**src/rtl/dma_sound_pkg.sv**
```systemverilog
// Shared definitions for the DMA sound playback path:
// rate codes, sndmode bit positions, bytesel states and sample conversion.
package dma_sound_pkg;

  localparam logic [1:0] RATE_6K25 = 2'b00;
  localparam logic [1:0] RATE_12K5 = 2'b01;
  localparam logic [1:0] RATE_25K  = 2'b10;
  localparam logic [1:0] RATE_50K  = 2'b11;

  localparam int SM_MONO = 2;
  localparam int SM_16B  = 3;

  typedef enum logic {
    BS_HI = 1'b0,
    BS_LO = 1'b1
  } bytesel_e;

  // Signed sample to offset binary, truncated to out_w bits and
  // returned right-aligned.
  function automatic logic [15:0] to_offset(
    input logic [15:0] s,
    input int          out_w
  );
    logic [15:0] u;
    u = s ^ 16'h8000;
    return u >> (16 - out_w);
  endfunction

endpackage

```
**src/rtl/dma_sound_fifo.sv**
```systemverilog
// Word FIFO for sound DMA data with two read ports (head, head+1).
// Ports: push/wdata in, pop count 0..2, flush, rd0/rd1 and level out.
module sound_fifo
  import dma_sound_pkg::*;
#(
  parameter int FIFO_AW = 3
) (
  input  logic               i_clk,
  input  logic               i_rst_n,
  input  logic               i_flush,
  input  logic               i_push,
  input  logic [15:0]        i_wdata,
  input  logic [1:0]         i_pop,
  output logic [15:0]        o_rd0,
  output logic [15:0]        o_rd1,
  output logic [FIFO_AW:0]   o_level
);

  localparam int DEPTH = 1 << FIFO_AW;

  logic [15:0]        r_mem [DEPTH];
  logic [FIFO_AW-1:0] r_wp;
  logic [FIFO_AW-1:0] r_rp;
  logic [FIFO_AW:0]   r_level;
  logic [FIFO_AW-1:0] w_rp1;

  assign w_rp1   = r_rp + 1'b1;
  assign o_rd0   = r_mem[r_rp];
  assign o_rd1   = r_mem[w_rp1];
  assign o_level = r_level;

  always_ff @(posedge i_clk) begin
    if (i_push) begin
      r_mem[r_wp] <= i_wdata;
    end
  end

  always_ff @(posedge i_clk) begin
    if (!i_rst_n || i_flush) begin
      r_wp    <= '0;
      r_rp    <= '0;
      r_level <= '0;
    end else begin
      if (i_push) begin
        r_wp <= r_wp + 1'b1;
      end
      r_rp    <= r_rp + FIFO_AW'(i_pop);
      r_level <= r_level
               + (FIFO_AW+1)'(i_push)
               - (FIFO_AW+1)'(i_pop);
    end
  end

endmodule

```
**src/rtl/dma_sound_engine.sv**
```systemverilog
// DMA sound engine: FIFO-buffered playback in 8-bit stereo/mono or
// 16-bit stereo. Ports: clk32/resb, enable, sndmode, SLOAD_N/MDIN in;
// SREQ, audio_left/right, fifo_level, underrun, overflow out.
module dma_sound_engine
  import dma_sound_pkg::*;
#(
  parameter int FIFO_AW    = 3,
  parameter int DIV_BASE   = 640,
  parameter int OUT_W      = 8,
  parameter int REQ_MARGIN = 1
) (
  input  logic               clk32,
  input  logic               resb,
  input  logic               enable,
  input  logic [3:0]         sndmode,
  input  logic               SLOAD_N,
  input  logic [15:0]        MDIN,
  output logic               SREQ,
  output logic [OUT_W-1:0]   audio_left,
  output logic [OUT_W-1:0]   audio_right,
  output logic [FIFO_AW:0]   fifo_level,
  output logic               underrun,
  output logic               overflow
);

  localparam int DEPTH = 1 << FIFO_AW;
  localparam int CNT_W =
    (DIV_BASE > 1) ? $clog2(DIV_BASE) : 1;

  localparam logic [OUT_W-1:0] MID =
    OUT_W'(1) << (OUT_W - 1);
  localparam logic [FIFO_AW:0] LVL_FULL = DEPTH;
  localparam logic [FIFO_AW:0] LVL_TWO  = 2;
  localparam logic [FIFO_AW:0] LVL_REQ  =
    DEPTH - 1 - REQ_MARGIN;
  localparam logic [CNT_W-1:0] CNT_TOP  =
    CNT_W'(DIV_BASE - 1);

  logic [CNT_W-1:0] r_base_cnt;
  logic             r_base_en;
  logic [2:0]       r_aclk_cnt;
  logic             r_sload_d;
  logic [3:0]       r_mode_d;
  bytesel_e         r_bytesel;
  logic [OUT_W-1:0] r_left;
  logic [OUT_W-1:0] r_right;
  logic             r_under;
  logic             r_over;
  logic             r_sreq;

  logic             w_rate_ok;
  logic             w_tick;
  logic             w_push_req;
  logic             w_full;
  logic             w_push;
  logic             w_16b;
  logic             w_mono;
  logic             w_mode_chg;
  logic [15:0]      w_rd0;
  logic [15:0]      w_rd1;
  logic [7:0]       w_mono_b;
  logic [1:0]       w_pop;
  logic             w_play;
  logic             w_under;
  logic [15:0]      w_lsamp;
  logic [15:0]      w_rsamp;
  logic [OUT_W-1:0] w_left_off;
  logic [OUT_W-1:0] w_right_off;
  bytesel_e         w_bs_nxt;

  // Rate generator keeps running while playback is disabled.
  always_ff @(posedge clk32) begin
    if (!resb) begin
      r_base_cnt <= '0;
      r_base_en  <= 1'b0;
      r_aclk_cnt <= '0;
    end else begin
      r_base_en <= (r_base_cnt == CNT_TOP);
      if (r_base_cnt == CNT_TOP) begin
        r_base_cnt <= '0;
      end else begin
        r_base_cnt <= r_base_cnt + 1'b1;
      end
      if (r_base_en) begin
        r_aclk_cnt <= r_aclk_cnt + 1'b1;
      end
    end
  end

  always_comb begin
    case (sndmode[1:0])
      RATE_50K:  w_rate_ok = 1'b1;
      RATE_25K:  w_rate_ok = ~r_aclk_cnt[0];
      RATE_12K5: w_rate_ok = (r_aclk_cnt[1:0] == 2'b00);
      default:   w_rate_ok = (r_aclk_cnt == 3'b000);
    endcase
  end

  assign w_tick     = enable & r_base_en & w_rate_ok;
  assign w_push_req = enable & ~r_sload_d & SLOAD_N;
  // Full is judged before any pop in the same cycle.
  assign w_full     = (fifo_level == LVL_FULL);
  assign w_push     = w_push_req & ~w_full;
  assign w_16b      = sndmode[SM_16B];
  assign w_mono     = ~sndmode[SM_16B] & sndmode[SM_MONO];
  assign w_mode_chg = (sndmode != r_mode_d);
  assign w_mono_b   = (r_bytesel == BS_LO) ?
                      w_rd0[7:0] : w_rd0[15:8];

  sound_fifo #(
    .FIFO_AW (FIFO_AW)
  ) u_fifo (
    .i_clk   (clk32),
    .i_rst_n (resb),
    .i_flush (~enable),
    .i_push  (w_push),
    .i_wdata (MDIN),
    .i_pop   (w_pop),
    .o_rd0   (w_rd0),
    .o_rd1   (w_rd1),
    .o_level (fifo_level)
  );

  always_comb begin
    w_pop    = 2'd0;
    w_play   = 1'b0;
    w_under  = 1'b0;
    w_lsamp  = 16'h0000;
    w_rsamp  = 16'h0000;
    w_bs_nxt = r_bytesel;
    if (w_tick) begin
      unique case (1'b1)
        w_16b: begin
          if (fifo_level >= LVL_TWO) begin
            w_play  = 1'b1;
            w_pop   = 2'd2;
            w_lsamp = w_rd0;
            w_rsamp = w_rd1;
          end else begin
            w_under = 1'b1;
          end
        end
        w_mono: begin
          if (fifo_level != '0) begin
            w_play   = 1'b1;
            w_lsamp  = {w_mono_b, 8'h00};
            w_rsamp  = {w_mono_b, 8'h00};
            w_pop    = (r_bytesel == BS_LO) ?
                       2'd1 : 2'd0;
            w_bs_nxt = (r_bytesel == BS_LO) ?
                       BS_HI : BS_LO;
          end else begin
            w_under = 1'b1;
          end
        end
        default: begin
          if (fifo_level != '0) begin
            w_play  = 1'b1;
            w_pop   = 2'd1;
            w_lsamp = {w_rd0[15:8], 8'h00};
            w_rsamp = {w_rd0[7:0], 8'h00};
          end else begin
            w_under = 1'b1;
          end
        end
      endcase
    end
    // A mode switch restarts mono at the high byte.
    if (w_mode_chg) begin
      w_bs_nxt = BS_HI;
    end
  end

  assign w_left_off  = OUT_W'(to_offset(w_lsamp, OUT_W));
  assign w_right_off = OUT_W'(to_offset(w_rsamp, OUT_W));

  always_ff @(posedge clk32) begin
    if (!resb) begin
      r_sload_d <= 1'b1;
      r_mode_d  <= '0;
      r_bytesel <= BS_HI;
      r_left    <= MID;
      r_right   <= MID;
      r_under   <= 1'b0;
      r_over    <= 1'b0;
      r_sreq    <= 1'b0;
    end else begin
      r_sload_d <= SLOAD_N;
      r_mode_d  <= sndmode;
      r_sreq    <= enable & (fifo_level <= LVL_REQ);
      r_under   <= w_under;
      r_over    <= w_push_req & w_full;
      if (!enable) begin
        r_bytesel <= BS_HI;
        r_left    <= MID;
        r_right   <= MID;
      end else begin
        r_bytesel <= w_bs_nxt;
        if (w_play) begin
          r_left  <= w_left_off;
          r_right <= w_right_off;
        end
      end
    end
  end

  assign SREQ        = r_sreq;
  assign audio_left  = r_left;
  assign audio_right = r_right;
  assign underrun    = r_under;
  assign overflow    = r_over;

endmodule
```
**config.mk**
```make
export PLATFORM = sky130hd
export DESIGN_NAME = dma_sound_engine
export DESIGN_NICKNAME = d
export VERILOG_FILES = /design/src/rtl/dma_sound_pkg.sv /design/src/rtl/dma_sound_fifo.sv /design/src/rtl/dma_sound_engine.sv
export SDC_FILE = /design/constraint.sdc
export NUM_CORES = 1
export LEC_CHECK = 0
export CORE_UTILIZATION = 59
export CTS_BUF_LIST = sky130_fd_sc_hd__clkbuf_16
export CTS_CLUSTER_DIAMETER = 100
export DETAILED_ROUTE_END_ITERATION = 10
export HOLD_SLACK_MARGIN = 0.15
export PLACE_DENSITY = 0.89
export RECOVER_POWER = 100
export SETUP_SLACK_MARGIN = 0.3
export SYNTH_ARGS = -nofsm -noshare
export SYNTH_HDL_FRONTEND = slang
export SYNTH_SLANG_ARGS = --single-unit
```
**constraint.sdc**
```tcl
create_clock -name clk32 -period 3.8 [get_ports clk32]
set_clock_uncertainty 0.05 [all_clocks]
set_input_delay 0.95 -clock clk32 [delete_from_list [all_inputs] [get_ports clk32]]
set_output_delay 0.95 -clock clk32 [all_outputs]
set_load 0.02 [all_outputs]
```
==> results of run 1 <==
[sequential cells by signal (all words and copies together) (netlist names)]
signal and count:
r_bytesel 1, overflow 1, u_fifo.r_rp 3, r_base_cnt 10, r_sload_d 1, u_fifo.r_mem 128, r_mode_d 4, SREQ 1
r_aclk_cnt 3, underrun 1, u_fifo.r_wp 3, audio_right 8, audio_left 8, u_fifo.o_level 4, r_base_en 1
[area by class of cell]
cell class	count	area [µm²]	area share (%)
Clock buffer	18	450.4	5.024
Clock inverter	14	95.09	1.061
Inverter	29	108.9	1.214
Multi-Input combinational cell	307	2681	29.91
Sequential cell	177	4828	53.85
Tap cell	172	215.2	2.400
Timing Repair Buffer	74	586.8	6.545
[worst paths after layout]
path                                    start                 to  slack (ns)
worst max-delay path               sndmode[1]  u_fifo.o_level[2]        0.39
worst min-delay path            r_base_cnt[0]      r_base_cnt[0]        0.43
worst max register to register  r_aclk_cnt[0]  u_fifo.o_level[2]        0.87
worst min register to register  r_base_cnt[0]      r_base_cnt[0]        0.43
[kinds of logic after synthesis]
group / count (synthesis) / share of synthesized area, %
flip-flops: 177 / 62.12
AND/OR/NAND/NOR: 131 / 8.845
multiplexers: 75 / 14.89
AO/OA/AOI/OAI: 66 / 6.187
buffers and inverters: 51 / 3.142
XOR/XNOR: 21 / 2.368
adder cells (fa/ha/maj): 14 / 2.449
[layout by cell type, fill, tap and decap left out, types with 4 or more instances in the layout]
master,count
o21bai_1,5
o22ai_1,8
dfxtp_1,48
xor2_1,11
nor3_1,24
mux2i_1,42
nand2_1,12
a22o_1,17
inv_2,6
edfxtp_1,128
ha_1,12
xnor2_1,10
clkbuf_16,18
nor2b_1,7
nand2b_1,9
inv_1,30
dlygate4sd3_1,42
o21ai_0,6
nor2_1,38
mux4_2,32
a21oi_1,11
buf_4,6
and3_1,7
or2_2,4
o221ai_1,5
a22oi_1,5
clkbuf_1,22
nand3_1,10
[metal layers]
layer	track usage, %	part of all wire [%]
met4	11.48	3.0
met1	34.91	40
met5	0	0
met3	6.642	6.8
met2	44.54	50
[critical path: cells and delay by family]
kind / cells / cell delay, ns
simple gates: 4 / 0.99
buf+inv: 2 / 0.32
xor+xnor: 1 / 0.17
fa+ha+maj: 2 / 0.52
mux: 1 / 0.36
compound gates: 1 / 0.34
[power by group through the flow]
stage | combinational [mW] | sequential [mW] | clock [mW]
4_1_cts | 0.0926 | 2.08 | 1.63
6_report | 0.0859 | 2.08 | 1.62
3_5_place_dp | 0.0922 | 2.12 | 0
3_3_place_gp | 0.0871 | 2.12 | 0
2_1_floorplan | 0.0331 | 2.12 | 0
5_1_grt | 0.0942 | 2.08 | 1.70
[repair_timing]
| action | CTS | global route |
|---|---|---|
| setup buffers | 0 | 0 |
| endpoints found under the setup margin | 2 | 0 |
| resized for setup | 1 | 0 |
==> flow_metrics.py, run 1 <==
metrics = {
    "outcome": {
        "outcome": "completed",
    },
    "synth": {
        "synth.area.top_cells": "edfxtp_1 49%, dfxtp_1 13%, mux4_2 9.3%",
        "ys_types": 50,
        "synth_common_cells": "128 x edfxtp_1, 49 x dfxtp_1, 42 x mux2i_1",
        "synth_seq_cells": 177,
        "synth-edff-count": 128,
        "yosysSeqAreaShare_pct": 62.12,
        "synth_top_area_cell": "edfxtp_1",
        "synth.top_cell.area_share_pct": 49.49,
        "netlist_area_mm2": 0.007766,
        "synth-async-reset-ratio_pct": 0,
        "synth.yosys.warnings": 0,
        "synthesis.nets": 573,
        "synthFlopType": "edfxtp_1",
        "synth_area_per_cell_um2": 14.52,
        "synth_most_common_cell": "edfxtp_1",
        "synth_cells": 535,
    },
    "power": {
        "p_int_mw": 3.035,
        "clkPwrFrac_pct": 42.8,
        "p_comb_share_pct": 2.3,
        "p_per_area_mw_per_mm2": 422.4,
        "seq_power_share_pct": 54.9,
        "switchingPower_mw": 0.7523,
        "switching_share_pct": 19.86,
        "ir_drop_v": 0.0003823,
        "p_leak_nw": 3.104,
        "totalPowerFinal_mw": 3.787,
    },
    "clock_network": {
        "cts_tree": "built",
        "cts_hold_buffers": 0,
        "cts_htree_levels": 4,
        "cts_sinks": 177,
        "cts_made_buffers": 17,
        "cts_root_buf": "clkbuf_16",
        "clockBufferDepth": 2,
        "clk_pin_slew_ns": 0.06,
        "clk_latency_ns": 0.42,
    },
    "timing": {
        "max_slew_margin_pct": 27.24,
        "whs_ns": 0.4263,
        "hold_violations": 0,
        "fmax_mhz": 293.5,
        "fin_crit_sh_pct": 89.65,
        "rsz0062_at_grt": "no",
        "setup_tns_ns": 0,
        "slew_viol_final": 0,
        "setup_viol": 0,
        "timing.final.crit_period_ns": 3.407,
        "worst_pin_slew_ns": 1.091,
        "worst_slack_ns": 0.3932,
    },
    "route": {
        "dr_total_vias": 4847,
        "wl_per_cell_um": 21.21,
        "drtAntennaViolNets": 0,
        "detail_route.iter0.violations": 423,
        "wl_um": 16780,
        "drc": 0,
        "drt_first_pass_iters": 5,
        "avgViaCountPerCell": 6.128,
    },
    "global_route": {
        "grt_pass1_wl_um": 26190,
        "grt_pass1_vias": 4953,
        "grt_max_degree": 67,
        "antenna_found_initial": 0,
        "grt_overflow_total": 0,
        "globalRouteTotalUtil_pct": 27.18,
    },
    "placed_design": {
        "gp_congestion": 0.8747,
        "dpl_worst_slack_ns": -0.2125,
        "place_hpwl_um": 11260,
        "port-buffer-count": 46,
        "placed_cell_area_mm2": 0.008531,
        "dp.cells": 759,
    },
    "worst_setup_path": {
        "crit_path_end_kind": "flip-flop",
        "cp_slowest_cell": "or4_1",
        "slowest_delay_ns": 0.55,
        "crit_chain": "dlygate4sd2_1 -> mux2_1 -> a211o_1 -> or4_1 -> or2_0 -> nand2_1 -> ha_1 -> inv_1 -> fa_1 -> xor2_1 -> nor2_1",
        "required_ns": 4.04,
        "reg2regPathDepth": 10,
        "worst-endpoint-arrival_ns": 3.65,
        "critical_path.startpoint_type": "input port",
        "path_max_fanout": 4,
        "crit_type": "in2reg",
    },
    "layout": {
        "final_nets": 644,
        "fin_cells": 791,
        "final_layout_size_suffix_gt1_share_pct": 12.92,
        "post-route-util_pct": 70.48,
        "fillers": 877,
        "final_area_mm2": 0.008966,
        "syn2layout_area_growth_pct": 15.45,
        "insertedDiodeCount": 0,
    },
    "flow_run": {
        "maxCapViolations": 0,
    },
    "floorplanning": {
        "die-height_um": 116.7,
        "start_util_pct": 61.04,
        "die_x_um": 116.7,
        "rows": 41,
        "core_area_mm2": 0.01272,
        "die_area_mm2": 0.01363,
        "ios": 47,
    },
    "worst_hold_path": {
        "min_path_type": "reg2reg",
        "min_path_cells": 1,
    },
}
(Power assumes the default switching activity.)
==> inputs of run 2 (changes only) <==
==> constraint.sdc (replaced) <==
create_clock -name clk32 -period 3.8 [get_ports clk32]
set_clock_uncertainty 0.05 [all_clocks]
set_input_delay 0.76 -clock clk32 [delete_from_list [all_inputs] [get_ports clk32]]
set_output_delay 0.76 -clock clk32 [all_outputs]
set_load 0.02 [all_outputs]
==> run 2 against run 1 <==
Against the previous run:
- die area is the same
- worst setup slack lost 0.12 ns
- sequential share of layout area grew 0.27 points
- clock power is essentially flat
- largest power group unchanged
- highest routed layer unchanged
==> flow_metrics.py, run 2 (synthesis gave the netlist of run 1 again) <==
metrics = {
    "layout": {
        "syn2layout_area_growth_pct": 14.87,
        "final_nets": 636,
        "reg_top3": "u_fifo.r_mem: 128 flops, r_base_cnt: 10 flops",
        "insertedDiodeCount": 0,
        "final_layout_size_suffix_gt1_share_pct": 12.95,
        "final_cell_mix": "128 x edfxtp_1, 48 x dfxtp_1, 42 x mux2i_1, 42 x dlygate4sd3_1, 38 x nor2_1",
        "largest_reg_flops": 128,
        "mostFrequentLayoutCell": "edfxtp_1",
        "top_register": "u_fifo.r_mem",
        "final_area_mm2": 0.008921,
    },
    "outcome": {
        "outcome": "completed",
    },
    "timing": {
        "max_slew_margin_pct": 14.96,
        "rsz0062_at_grt": "no",
        "fin_crit_sh_pct": 92.78,
        "timing.final.crit_period_ns": 3.526,
        "setup_viol": 0,
        "hold_violations": 0,
        "slew_viol_final": 0,
        "setup_tns_ns": 0,
        "worst_pin_slew_ns": 1.276,
        "fmax_mhz": 283.6,
    },
    "clock_network": {
        "cts_htree_levels": 4,
        "clk_pin_slew_ns": 0.06,
        "clockBufferDepth": 2,
        "cts_root_buf": "clkbuf_16",
        "cts_made_buffers": 17,
        "cts_tree": "built",
        "cts_hold_buffers": 0,
        "clk_latency_ns": 0.44,
        "cts_sinks": 177,
    },
    "worst_setup_path": {
        "crit-reg2reg-capture": "u_fifo.o_level[2]",
        "critical_path.startpoint_type": "input port",
        "crit_chain": "dlygate4sd3_1 -> nand3b_1 -> nor2b_1 -> nand2b_1 -> nor3_1 -> clkbuf_1",
        "ff2ff_setup_slack_ns": 0.43,
        "slowest_delay_ns": 0.77,
        "cp_slowest_cell": "nor3_1",
        "crit_type": "in2reg",
        "timing.rr.start": "u_fifo.o_level[2]",
        "reg2regPathDepth": 12,
        "crit_path_end_kind": "flip-flop",
        "required_ns": 3.84,
        "worst-endpoint-arrival_ns": 3.56,
        "path_max_fanout": 7,
    },
    "route": {
        "detail_route.iter0.violations": 515,
        "drt_first_pass_iters": 6,
        "drtAntennaViolNets": 0,
        "wl_per_cell_um": 22.84,
        "wl_um": 17860,
        "drc": 0,
        "dr_total_vias": 4994,
        "avgViaCountPerCell": 6.386,
    },
    "floorplanning": {
        "die_x_um": 116.7,
        "die-height_um": 116.7,
        "die_area_mm2": 0.01363,
        "core_area_mm2": 0.01272,
        "ios": 47,
        "start_util_pct": 61.04,
        "rows": 41,
    },
    "global_route": {
        "grt_pass1_vias": 5172,
        "antenna_found_initial": 0,
        "grt_overflow_total": 0,
        "grt_max_degree": 67,
        "grt_pass1_wl_um": 27540,
        "globalRouteTotalUtil_pct": 28.85,
    },
    "power": {
        "ir_drop_v": 0.0004466,
        "clkPwrFrac_pct": 42.3,
        "p_leak_nw": 3.068,
        "switchingPower_mw": 0.7666,
        "p_int_mw": 2.993,
        "switching_share_pct": 20.39,
        "p_comb_share_pct": 2.4,
        "p_per_area_mw_per_mm2": 421.4,
        "seq_power_share_pct": 55.4,
    },
    "worst_hold_path": {
        "min_path_cells": 1,
        "hold_path_end": "r_base_cnt[0]",
        "min_path_type": "reg2reg",
        "min_from": "r_base_cnt[0]",
    },
    "placed_design": {
        "port-buffer-count": 46,
        "placed_cell_area_mm2": 0.008471,
        "place_hpwl_um": 11650,
        "gp_congestion": 0.8884,
    },
    "flow_run": {
        "maxCapViolations": 0,
    },
}
## run 2: changes by cell type in the layout (fill, tap and decap cells not counted), moves of 2 or more
cell        change
clkbuf_1        -7
inv_2           -4
buf_4           -2
clkinv_2        +2
clkinvlp_4      +2
## run 2: per-stage QoR
stage / setup slack [ns] / utilization (%) / hold slack (ns) / total power [mW] / instances
6_report: 0.2745 / 70.12 / 0.4332 / 3.759 / 782
5_1_grt: 0.1677 / 70.12 / 0.4755 / 3.847 / 782
4_1_cts: 0.3806 / 70.73 / 0.4393 / 3.771 / 782
3_5_place_dp: -0.01897 / 66.58 / 0.3969 / 2.213 / 751
3_3_place_gp: 0.05998 / 66.58 / 0.3850 / 2.208 / 751
2_1_floorplan: 0.6571 / - / 0.3760 / 2.157 / 535
## run 2: final cells by class
type,instances,area [µm²]
clock buffers,17,425.4
inverters,29,108.9
flip-flops and latches,177,4828
well taps,172,215.2
multi-input cells,307,2689
clock inverters,14,102.6
repair buffers,66,551.8
fillers,871,3801
## run 2: what timing repair did
action                     in CTS  in global routing
setup buffers                   0                  0
setup endpoints to repair       0                  1
gates resized for setup         0                  2
## run 2: power by group through the flow
stage	registers, mW	clock network, mW	logic [mW]
floorplan	2.12	0	0.0331
global placement	2.12	0	0.0855
detailed placement	2.12	0	0.0901
CTS	2.08	1.60	0.0923
global route	2.08	1.67	0.0952
finish	2.08	1.59	0.0885
## run 2: metal layers
layer / wire length, µm / up-vias / global-route usage, %
li1: - / 2161 / -
met1: 6589 / 2466 / 34.15
met2: 9061 / 299 / 48.28
met3: 1577 / 68 / 7.888
met4: 629 / 0 / 15.53
met5: 0 / - / 0
## run 2: worst max-delay path: cells and delay by family
kind / cells / cell delay, ns
simple gates: 4 / 1.74
buf+inv: 2 / 1.05
## run 2: worst max path at each step
stage	startpoint	slack, ns	endpoint
2_1_floorplan	sndmode[1]	0.66	u_fifo.o_level[2]
3_3_place_gp	sndmode[1]	0.06	u_fifo.o_level[3]
3_5_place_dp	sndmode[1]	-0.02	u_fifo.o_level[3]
4_1_cts	sndmode[1]	0.38	u_fifo.o_level[2]
5_1_grt	enable	0.17	u_fifo.r_mem[0][10]
6_report	enable	0.27	u_fifo.r_mem[0][10]
==> inputs of run 3 (changes only) <==
--- a/config.mk
+++ b/config.mk
@@ -5,12 +5,13 @@
 export SDC_FILE = /design/constraint.sdc
 export NUM_CORES = 1
 export LEC_CHECK = 0
-export CORE_UTILIZATION = 59
+export CORE_UTILIZATION = 60
 export CTS_BUF_LIST = sky130_fd_sc_hd__clkbuf_16
 export CTS_CLUSTER_DIAMETER = 100
 export DETAILED_ROUTE_END_ITERATION = 10
+export DONT_BUFFER_PORTS = 1
 export HOLD_SLACK_MARGIN = 0.15
-export PLACE_DENSITY = 0.89
+export PLACE_DENSITY = 0.86
 export RECOVER_POWER = 100
 export SETUP_SLACK_MARGIN = 0.3
 export SYNTH_ARGS = -nofsm -noshare
==> run 3 against run 2 <==
Against the previous run:
- worst hold slack got worse by 0.068 ns
- worst setup slack improved by 0.33 ns
- core utilization decreased by 2.8 points
- sequential power about the same
- die area decreased by 1.6%
- final cell count decreased by 5.8%
- maximum frequency increased by 10%
- critical path type is now reg2reg
==> flow_metrics.py, run 3 (synthesis gave the netlist of run 1 again) <==
metrics = {
    "outcome": {
        "outcome": "completed",
    },
    "clock_network": {
        "cts_sinks": 177,
        "cts_tree": "built",
        "cts_made_buffers": 17,
        "cts_hold_buffers": 0,
        "cts_htree_levels": 4,
        "cts_setup_buffers": 0,
        "cts_resized": 0,
        "cts_root_buf": "clkbuf_16",
        "clk_pin_slew_ns": 0.06,
        "clk_latency_ns": 0.43,
        "clockBufferDepth": 2,
    },
    "power": {
        "p_leak_nw": 2.830,
        "p_per_area_mw_per_mm2": 445.0,
        "ir_drop_v": 0.0002980,
    },
    "layout": {
        "multi_input_area_mm2": 0.002691,
        "final_nets": 591,
        "reg_top3": "u_fifo.r_mem: 128 flops, r_base_cnt: 10 flops",
        "final_layout_size_suffix_gt1_share_pct": 13.81,
        "regArea_mm2": 0.004828,
        "final_area_mm2": 0.008493,
        "largest_reg_flops": 128,
        "top_register": "u_fifo.r_mem",
        "post-route-util_pct": 67.30,
        "final_cell_mix": "128 x edfxtp_1, 48 x dfxtp_1, 42 x mux2i_1, 38 x nor2_1, 32 x mux4_2",
        "fin_cells": 737,
        "mostFrequentLayoutCell": "edfxtp_1",
        "syn2layout_area_growth_pct": 9.360,
        "fillers": 882,
        "insertedDiodeCount": 0,
    },
    "worst_setup_path": {
        "critical_path.startpoint_type": "flip-flop",
        "required_ns": 3.82,
        "path_max_fanout": 7,
        "crit_type": "reg2reg",
        "crit_path_end_kind": "flip-flop",
        "worst-endpoint-arrival_ns": 3.22,
    },
    "flow_run": {
        "maxCapViolations": 0,
    },
    "global_route": {
        "grt_overflow_total": 0,
        "globalRouteTotalUtil_pct": 27.03,
        "antenna_found_initial": 0,
        "grt_pass1_vias": 4846,
        "grt_max_degree": 37,
        "grt_pass1_wl_um": 25950,
    },
    "route": {
        "avgViaCountPerCell": 6.437,
        "drc": 0,
        "wl_um": 16830,
        "dr_total_vias": 4744,
        "detail_route.iter0.violations": 436,
        "wl_per_cell_um": 22.83,
        "drtAntennaViolNets": 0,
        "drt_first_pass_iters": 5,
    },
    "floorplanning": {
        "die_area_mm2": 0.01340,
        "die-height_um": 115.8,
        "die_x_um": 115.8,
        "start_util_pct": 61.54,
        "ios": 47,
        "rows": 41,
        "core_area_mm2": 0.01262,
    },
    "timing": {
        "setup_viol": 0,
        "slew_viol_final": 0,
        "timing.final.crit_period_ns": 3.195,
        "fmax_mhz": 313.0,
        "setup_tns_ns": 0,
        "worst_pin_slew_ns": 1.104,
        "max_slew_margin_pct": 26.27,
        "rsz0062_at_grt": "no",
        "hold_violations": 0,
        "fin_crit_sh_pct": 84.07,
    },
    "placed_design": {
        "port-buffer-count": 0,
        "dp.cells": 706,
        "gp_congestion": 0.8518,
        "placed_cell_area_mm2": 0.008018,
        "place_hpwl_um": 11280,
    },
    "worst_hold_path": {
        "min_path_type": "in2reg",
    },
}
run 3: worst max-delay path, cell delays in order, from the launching register on:
cell      delay (ns)
dfxtp_1         0.47
inv_1           0.14
ha_1            0.21
or3b_2          0.20
nor2b_1         0.48
nand2b_1        0.25
nor3_2          0.60
clkbuf_1        0.43
run 3: worst paths after layout:
path,from,endpoint,slack [ns],cells past startpoint
max,u_fifo.o_level[2],u_fifo.r_mem[0][0],0.61,7
min,resb,r_sload_d,0.37,1
min reg2reg,r_base_cnt[0],r_base_cnt[0],0.41,1
max reg2reg,u_fifo.o_level[2],u_fifo.r_mem[0][0],0.61,7
run 3: cell type report:
type,instances,share of cell area (%)
flip-flops and latches,177,56.85
multi-input cells,307,31.69
clock buffers,17,5.009
well taps,172,2.534
clock inverters,14,1.488
inverters,29,1.282
repair buffers,21,1.149
run 3: per-layer routing:
layer,share of wire [%],up-vias,global-route usage (%)
li1,-,2068,-
met1,37,2358,31.55
met2,49,257,43.89
met3,9.8,61,9.937
met4,4.3,0,14.19
met5,0,-,0
run 3: stage by stage:
step / power [mW] / hold WS (ns) / setup slack [ns]
2_1_floorplan: 2.157 / 0.3760 / 0.6571
3_3_place_gp: 2.166 / 0.3879 / 0.5840
3_5_place_dp: 2.168 / 0.4017 / 0.4993
4_1_cts: 3.788 / 0.3479 / 0.7322
5_1_grt: 3.873 / 0.3521 / 0.3850
6_report: 3.780 / 0.3655 / 0.6054
run 3: report_power, final:
group	total [mW]	leakage (nW)	switching, mW	internal (mW)
sequential	2.08	1.55	0.00629	2.08
combinational	0.0431	1.01	0.0269	0.0162
clock	1.65	0.270	0.706	0.948
